<file path="src/rtl/data_demux4_buf_pkg.sv">
// Shared parameters and types for the 1-to-4 buffered data demultiplexer.
// This package is the single shared source of the data-bus width; no module redefines it.
package data_demux4_buf_pkg;

    localparam int DEF_DATA_BUS_WIDTH = 16;
    localparam int DEF_COUNT_WIDTH    = 16;
    localparam int NUM_PORTS          = 4;

    typedef enum logic {
        SLOT_EMPTY = 1'b0,
        SLOT_FULL  = 1'b1
    } slot_state_t;

endpackage

</file>
<file path="src/rtl/data_demux4_buf_slot.sv">
// demux_slot: one-entry output buffer (EMPTY/FULL) for one demux port.
// Handshake: i_load is a granted input transfer, i_take a granted output transfer.
module demux_slot
    import data_demux4_buf_pkg::*;
#(
    parameter int W = DEF_DATA_BUS_WIDTH
) (
    input  logic         clk,
    input  logic         reset_n,
    input  logic         i_load,
    input  logic         i_take,
    input  logic [W-1:0] i_data,
    output logic         o_valid,
    output logic [W-1:0] o_data
);

    slot_state_t  r_state;
    logic [W-1:0] r_data;

    // A load wins over a take: simultaneous take+load keeps the slot FULL with the new word.
    always_ff @(posedge clk) begin
        if (!reset_n) begin
            r_state <= SLOT_EMPTY;
            r_data  <= '0;
        end else if (i_load) begin
            r_state <= SLOT_FULL;
            r_data  <= i_data;
        end else if (i_take) begin
            r_state <= SLOT_EMPTY;
        end
    end

    assign o_valid = (r_state == SLOT_FULL);
    assign o_data  = r_data;

endmodule

</file>
<file path="src/rtl/data_demux4_buf.sv">
// data_demux4_buf: routes each accepted word to one of four one-entry port buffers.
// valid/ready: a transfer happens on an edge where both are 1; in_ready never looks at in_valid.
module data_demux4_buf
    import data_demux4_buf_pkg::*;
#(
    parameter int DATA_BUS_WIDTH = DEF_DATA_BUS_WIDTH,
    parameter int COUNT_WIDTH    = DEF_COUNT_WIDTH
) (
    input  logic                      clk,
    input  logic                      reset_n,
    input  logic                      in_valid,
    input  logic [1:0]                in_select,
    input  logic [DATA_BUS_WIDTH-1:0] in_data,
    output logic                      in_ready,
    output logic [3:0]                out_valid,
    input  logic [3:0]                out_ready,
    output logic [DATA_BUS_WIDTH-1:0] out_data0,
    output logic [DATA_BUS_WIDTH-1:0] out_data1,
    output logic [DATA_BUS_WIDTH-1:0] out_data2,
    output logic [DATA_BUS_WIDTH-1:0] out_data3,
    output logic [COUNT_WIDTH-1:0]    accept_count
);

    logic [NUM_PORTS-1:0]      w_valid;
    logic [NUM_PORTS-1:0]      w_load;
    logic [NUM_PORTS-1:0]      w_take;
    logic [DATA_BUS_WIDTH-1:0] w_data [NUM_PORTS];
    logic                      w_accept;
    logic [COUNT_WIDTH-1:0]    r_count;

    // The selected port can accept when empty, or when it is draining on this same edge.
    assign in_ready = reset_n && (!w_valid[in_select] || out_ready[in_select]);
    assign w_accept = in_valid && in_ready;

    for (genvar k = 0; k < NUM_PORTS; k++) begin : g_slot
        assign w_load[k] = w_accept && (in_select == 2'(k));
        assign w_take[k] = w_valid[k] && out_ready[k];

        demux_slot #(
            .W(DATA_BUS_WIDTH)
        ) u_slot (
            .clk    (clk),
            .reset_n(reset_n),
            .i_load (w_load[k]),
            .i_take (w_take[k]),
            .i_data (in_data),
            .o_valid(w_valid[k]),
            .o_data (w_data[k])
        );
    end

    always_ff @(posedge clk) begin
        if (!reset_n) begin
            r_count <= '0;
        end else if (w_accept) begin
            r_count <= r_count + COUNT_WIDTH'(1);
        end
    end

    assign out_valid    = w_valid;
    assign out_data0    = w_data[0];
    assign out_data1    = w_data[1];
    assign out_data2    = w_data[2];
    assign out_data3    = w_data[3];
    assign accept_count = r_count;

endmodule

</file>
<file path="config.mk">
export PLATFORM = sky130hd
export DESIGN_NAME = data_demux4_buf
export DESIGN_NICKNAME = d
export VERILOG_FILES = /design/src/rtl/data_demux4_buf_pkg.sv /design/src/rtl/data_demux4_buf_slot.sv /design/src/rtl/data_demux4_buf.sv
export SDC_FILE = /design/constraint.sdc
export NUM_CORES = 1
export LEC_CHECK = 0
export ABC_AREA = 1
export BUFFER_PORTS_ARGS = -buffer_cell sky130_fd_sc_hd__buf_2
export CAP_MARGIN = 20
export CORE_MARGIN = 2
export CORE_UTILIZATION = 35
export DETAILED_ROUTE_END_ITERATION = 6
export GPL_ROUTABILITY_DRIVEN = 0
export PLACE_DENSITY = 0.58
export SLEW_MARGIN = 40
export SYNTH_ARGS = -nofsm -noshare
export SYNTH_HDL_FRONTEND = slang
export SYNTH_HIERARCHICAL = 1
export SYNTH_SLANG_ARGS = --single-unit
</file>
<file path="constraint.sdc">
create_clock -name clk -period 1.8 [get_ports clk]
set_input_delay 0.18 -clock clk [delete_from_list [all_inputs] [get_ports clk]]
set_output_delay 0.18 -clock clk [all_outputs]
set_load 0.05 [all_outputs]
</file>
==> out/metrics.cfg, run 1 <==
[grt]
grt_pass1_wl_um = 14740
grtUsageTotal_pct = 18.08
grt_overflow = 0
grt_start_max_net_pins = 56
grt_pass1_vias = 2933
antenna_found_initial = 0

[pwr]
power_switching_mw = 1.165
worst_ir_drop_vdd_uv = 392.7
pwr-share-comb_pct = 13.2
p_leak_nw = 2.215
seq_power_share_pct = 50.1
powerDensity_nw_per_um2 = 890.6
switching_share_pct = 29.98
p_int_mw = 2.721
clock_power_share_pct = 36.7

[hold_path]
hold_depth = 3
hold_class = primary input to flop

[synth]
yosysMostFrequentCell = nor2_1
avgSynthCellArea_um2 = 7.328
async_flop_share_pct = 0
syn-instance-count = 468
ys_types = 26
syn_nets = 494
synth_ff_type = dfxtp_1
ys.warnings.count = 6
yosysSeqAreaShare_pct = 49.03
synth_simple_gate_area_share_pct = 31.16
ys_ff_latch = 84
synth_compound_area_share_pct = 11.60
yosys-top-cells-count = nor2_1, dfxtp_1, o21ai_0
synth_adder_area_share_pct = 0.3648
synth_area_um2 = 3430
synth_mux_area_share_pct = 0
synth_top_area_cell = dfxtp_1
synth_top_area_share_pct = 49.03
synth_top_family_by_area = simple AND/OR/NAND/NOR gates
synth_xor_xnor_area_share_pct = 0
synth.area.top_cells = dfxtp_1, nor2_1, o21ai_0
synth_edf_count = 0

[clocking]
cts_root_buffer = clkbuf_8
cts_sinks = 84
cts_buffers = 9
cts_hold_buf = 0
clkTransAtPathRegs_ns = 0.09
htreeDepth = 3
worst_skew_pair.late_latency_ns = 0.36
cts_tree = yes
clk_path_buf_depth = 2

[drt]
drtIter0Drc = 181
drc = 0
drt-vias-per-instance = 4.699
firstDrtPassIters = 4
routed_wl_um = 9931
wl_per_cell_um = 13.75
ant_nets = 0
vias = 3393

[setup_path]
crit_top_cell = nand2_1
crit_fanout = 17
crit_type = flop to flop
critPathRequiredTime_ns = 2.05
path_cells = nand2_1 -> nand2_1 -> nand2_1 -> nand2_2 -> nand2_4 -> nand3_4 -> buf_4 -> nor3_4 -> inv_2 -> nor2_1 -> nor2_1
max_stage_delay_ns = 0.35
critical_path_arrival_ns = 1.93
reg2reg_depth = 11
cp_slowest_cell = dfxtp_2
cp-end-kind = flop
critPathLaunchType = flop
reg2reg_slack_ns = 0.12

[finish]
drive_above_1_share_pct = 28.52
final_cell_count_no_fill = 722
ff_latch_area_um2 = 1685
multiInputGateArea_um2 = 1523
nets = 610
antenna_cells = 0
nFillCells = 1039
syn_to_final_growth_pct = 27.25

[die]
start_util_pct = 35.58
die_w_um = 103.0
core_area_um2 = 9639
io-pin-count = 110
num_rows = 36
die_y_um = 103.0
dieArea_um2 = 10610

[timing]
period_minus_slack_ns = 1.679
fin_crit_sh_pct = 93.29
worst_pin_slew_ns = 0.4645
slew_viol_final = 0
finalSetupViolCount = 0
hold_viol_final = 0
skew_ns = 0.01643
max_freq_mhz = 595.5
relSlewSlack_pct = 69.03
tns_ns = 0

[placed_design]
hpwlAfterDp_um = 6847
post-place-cells = 701
numPortBuffers = 109

[flow_run]
maxCapViolations = 0

[run_status]
status = completed

worst max-delay path, delay by kind of cell, from the launching register on:
kind,cells,cell delay [ns]
and+or+nand+nor,9,0.86
buffers and inverters,2,0.37
DFF,1,0.35
power by group through the flow:
stage | registers (mW) | clock network [mW] | logic, mW
5_1_grt | 1.95 | 1.54 | 0.547
6_report | 1.95 | 1.43 | 0.513
2_1_floorplan | 2.18 | 0 | 0.148
4_1_cts | 1.95 | 1.46 | 0.500
3_3_place_gp | 1.99 | 0 | 0.495
3_5_place_dp | 1.99 | 0 | 0.498
cell families after synthesis:
family                   Yosys count
AO/OA/AOI/OAI                     76
adder cells (fa/ha/maj)            1
buffers and inverters             52
flip-flops                        84
AND/OR/NAND/NOR                  255
final timing paths:
kind,start,to
max reg2reg,g_slot[3].u_slot/o_valid,g_slot[2].u_slot/o_data[7]
min reg2reg,accept_count[2],accept_count[2]
max,g_slot[3].u_slot/o_valid,g_slot[2].u_slot/o_data[7]
min,in_data[14],g_slot[3].u_slot/o_data[14]
layer usage:
layer,wire length [µm],track usage [%],part of all wire [%]
met5,0,0,0
met4,119,5.466,1.2
met3,694,4.203,7.0
met2,4432,27.87,45
met1,4685,25.21,47
cell type report:
cell class | count | area share, %
Sequential cell | 84 | 38.62
Multi-Input combinational cell | 332 | 34.89
Timing Repair Buffer | 122 | 14.85
Tap cell | 133 | 3.813
Clock buffer | 10 | 3.154
Inverter | 35 | 3.068
Clock inverter | 6 | 1.606
stage by stage:
stage | worst slack [ns] | total power, mW | hold slack [ns] | cell area [µm²] | utilization (%)
2_1_floorplan | -0.05537 | 2.332 | 0.3149 | 3453 | -
3_3_place_gp | 0.09254 | 2.484 | 0.4671 | 4088 | 42.41
3_5_place_dp | 0.05384 | 2.487 | 0.4701 | 4088 | 42.41
4_1_cts | 0.1132 | 3.902 | 0.08345 | 4295 | 44.56
5_1_grt | -0.02313 | 4.038 | 0.1057 | 4364 | 45.28
6_report | 0.1208 | 3.887 | 0.09414 | 4364 | 45.28
placed cells by master (no fill, tap or decap), types with 2 or more instances in the layout:
master      count
nor2_1        157
clkinvlp_4      3
nand4_1         6
a31oi_1         2
inv_2           5
inv_6           2
o21ai_1         4
buf_6           2
nor3_4          2
a21oi_1         4
nor3_1          3
nor3_2          2
nand3_2         4
dfxtp_2         3
buf_4          10
buf_2         110
clkbuf_8       10
nor2_2          2
a21oi_2         5
nand2_1        57
o21ai_0        61
nand3_1        15
inv_1          29
dfxtp_1        81
nand2_2         2
registers in the layout, indices dropped and copies added, names as in the netlist:
name / count
g_slot.u_slot/o_data: 64
g_slot.u_slot/o_valid: 4
accept_count: 16
repair_timing:
action / 4_1_cts / 5_1_grt
hold endpoints to repair: 0 / 0
setup buffers: 0 / 4
gates resized for setup: 0 / 10
endpoints found under the setup margin: 0 / 21
Power figures use the tool's default switching activity.
==> run 2: changes to the inputs <==
Settings changed: PLACE_DENSITY 0.58 to 0.56, SYNTH_HIERARCHICAL 1 to default.
==> run 2 against run 1 <==
Clock skew decreased by 0.0085 ns. Critical path depth decreased by 3. Synthesized cell count increased by 29%. Non-clock buffer count decreased by 3. Worst hold slack improved by 0.030 ns. Core utilization decreased by 0.87 points. Register-to-register slack improved by 0.13 ns. Clock power increased by 26%. Combinational power increased by 8.8%. Routed wire length decreased by 1.3%. Sequential share of layout area decreased by 4.0 points. Synthesized area increased by 15%. Critical endpoint is now in_ready.
==> out/metrics.cfg, run 2 <==
[finish]
largest_reg_flops = 64  ; unchanged
multiInputGateArea_um2 = 1743  ; +14%
drive_above_1_share_pct = 20.79  ; -7.7 points
stdcell_area_um2 = 4856  ; +11%
final_common_cell = nand2_1
syn_to_final_growth_pct = 22.66
nets = 728  ; +19%
nFillCells = 1168  ; +12%
antenna_cells = 0  ; unchanged
ff_latch_area_um2 = 1682  ; -0.22%
layout_common_cells = nand2_1, nor2_1, buf_2, dfxtp_1, inv_1

[die]
start_util_pct = 36.20  ; +0.62 points
num_rows = 38  ; +5.6%
io-pin-count = 110  ; unchanged
die_w_um = 110.4  ; +7.1%
core_area_um2 = 10940  ; +13%
die_y_um = 110.4  ; +7.1%
dieArea_um2 = 12180  ; +15%

[timing]
period_minus_slack_ns = 1.658  ; -0.02113 ns
hold_viol_final = 0  ; unchanged
fin_crit_sh_pct = 92.11  ; -1.2 points
rsz0062_at_grt = false
tns_ns = 0  ; unchanged
relSlewSlack_pct = 70.33  ; +1.3 points
finalSetupViolCount = 0  ; unchanged
worst_pin_slew_ns = 0.4451  ; -0.01942 ns
setup_slack_ns = 0.1420  ; +0.02113 ns
slew_viol_final = 0  ; unchanged
skew_ns = 0.007973  ; -0.008458 ns
max_freq_mhz = 603.1  ; +1.3%

[flow_run]
maxCapViolations = 0  ; unchanged

[synth]
avgSynthCellArea_um2 = 6.576  ; -10%
yosysMostFrequentCell = nand2_1
async_flop_share_pct = 0  ; unchanged
synth_edf_count = 0  ; unchanged
yosys-top-cells-count = nand2_1, nor2_1, dfxtp_1
synth_top_area_cell = dfxtp_1
ys.warnings.count = 0  ; -6
yosysSeqAreaShare_pct = 42.48  ; -6.6 points
syn_nets = 628  ; +27%
synth.area.top_cells = dfxtp_1, nand2_1, nor2_1
ys_types = 28  ; +7.7%
synth_top_area_share_pct = 42.48  ; -6.6 points
synth_ff_type = dfxtp_1
syn-instance-count = 602  ; +29%
ys_ff_latch = 84  ; unchanged
synth_area_um2 = 3959  ; +15%

[clocking]
worst_skew_pair.late_latency_ns = 0.34  ; -0.02 ns
clkTransAtPathRegs_ns = 0.06  ; -0.03 ns
cts_tree = yes
cts_setup_buffers = 0  ; unchanged
cts_root_buffer = clkbuf_16
cts_hold_buf = 0  ; unchanged
cts_resized = 0  ; unchanged
cts_sinks = 84  ; unchanged
cts_buffers = 9  ; unchanged
clk_path_buf_depth = 2  ; unchanged
htreeDepth = 3  ; unchanged

[drt]
drt-vias-per-instance = 4.392  ; -6.5%
vias = 3720  ; +9.6%
ant_nets = 0  ; unchanged
drc = 0  ; unchanged
wl_per_cell_um = 11.57  ; -16%
routed_wl_um = 9800  ; -1.3%
drtIter0Drc = 225  ; +24%
firstDrtPassIters = 4  ; unchanged

[hold_path]
hold_depth = 4  ; +1
hold_start = out_ready[2]
hold_class = primary input to flop
hold_end = g_slot[2].u_slot.o_valid

[grt]
grt_overflow = 0  ; unchanged
antenna_found_initial = 0  ; unchanged
grt_start_max_net_pins = 42  ; -25%
grtUsageTotal_pct = 16.87  ; -1.2 points
grt_pass1_wl_um = 15880  ; +7.8%
grt_pass1_vias = 3310  ; +13%

[pwr]
p_leak_nw = 2.661  ; +20%
powerDensity_nw_per_um2 = 887.4  ; -0.35%
worst_ir_drop_vdd_uv = 558.0  ; +42%

[setup_path]
crit_type = flop to output port
rr_startpoint = accept_count[1]
critical_path_arrival_ns = 1.48  ; -0.45 ns
reg2reg_slack_ns = 0.25  ; +0.13 ns
critPathLaunchType = flop
rr_endpoint = accept_count[4]
crit_fanout = 11  ; -6
reg2reg_depth = 6  ; -5
critPathRequiredTime_ns = 1.62  ; -0.43 ns
cp-end-kind = output port

[run_status]
status = completed

[placed_design]
numPortBuffers = 109  ; unchanged
placedInstanceArea_um2 = 4569  ; +12%
hpwlAfterDp_um = 7120  ; +4.0%
post-place-ws_ns = 0.2416  ; +0.1878 ns

-- run 2: cell count changes after synthesis, moves of 5 or more --
cell     delta
nand2_1   +144
o21ai_0    -58
inv_1      +50
nor2_1     -13
a21oi_1    +10
nor3_1      -6
buf_1       +5
nand3_2     -5
xor2_1      +5
-- run 2: cell type report --
type | instances | area share, %
multi-input cells | 405 | 35.89
well taps | 140 | 3.607
flip-flops and latches | 84 | 34.63
inverters | 83 | 6.416
repair buffers | 119 | 13.55
clock buffers | 12 | 4.870
clock inverters | 4 | 1.031
-- run 2: cells by family (layout without fill, tap and decap cells) --
group | Yosys count | after routing | share of synthesized area, %
AO/OA/AOI/OAI | 22 | 22 | 3.160
XOR/XNOR | 8 | 8 | 1.770
adder cells (fa/ha/maj) | 1 | 1 | 0.3160
AND/OR/NAND/NOR | 374 | 374 | 38.78
flip-flops | 84 | 84 | 42.48
buffers and inverters | 113 | 218 | 13.50
-- run 2: worst max-delay path by stage --
| stage | depth (start not counted) | end | slack [ns] | start |
|---|---|---|---|---|
| after detailed placement | 11 | g_slot[1].u_slot.o_data[6] | 0.24 | in_select[0] |
| after floorplan | 7 | accept_count[12] | 0.006 | accept_count[0] |
| final | 8 | in_ready | 0.14 | g_slot[3].u_slot.o_valid |
| after global placement | 10 | g_slot[3].u_slot.o_valid | 0.26 | in_select[0] |
| after CTS | 8 | in_ready | 0.13 | g_slot[3].u_slot.o_valid |
| after global routing | 8 | in_ready | 0.01 | g_slot[3].u_slot.o_valid |
-- run 2: power breakdown --
group          internal, mW  switching [mW]  leakage (nW)
Sequential             1.92          0.0297         0.682
Combinational         0.135           0.423          1.85
Clock                  1.07           0.731         0.133
-- run 2: layer usage --
layer  track usage, %  vias up  part of all wire (%)
li1                 -     1972                     -
met1            21.16     1633                    45
met2            28.35      104                    46
met3            4.644       11                   7.3
met4            4.821        0                   1.2
met5                0        -                     0
-- run 2: worst max-delay path, stage by stage, from the launching register on --
cell and delay (ns):
dfxtp_1 0.32, nand2_1 0.06, nand2_1 0.05, nand2_1 0.05
nand2_1 0.08, nand2_4 0.19, nand2_1 0.09, inv_1 0.05
buf_2 0.25
-- run 2: per-stage QoR --
step | hold WS, ns | utilization (%) | power (mW) | cells
2_1_floorplan | 0.3149 | - | 2.397 | 602
6_report | 0.1244 | 44.41 | 4.309 | 847
3_3_place_gp | 0.4601 | 41.78 | 2.544 | 831
5_1_grt | 0.1254 | 44.41 | 4.510 | 847
3_5_place_dp | 0.4654 | 41.78 | 2.551 | 831
4_1_cts | 0.1094 | 44.41 | 4.384 | 847
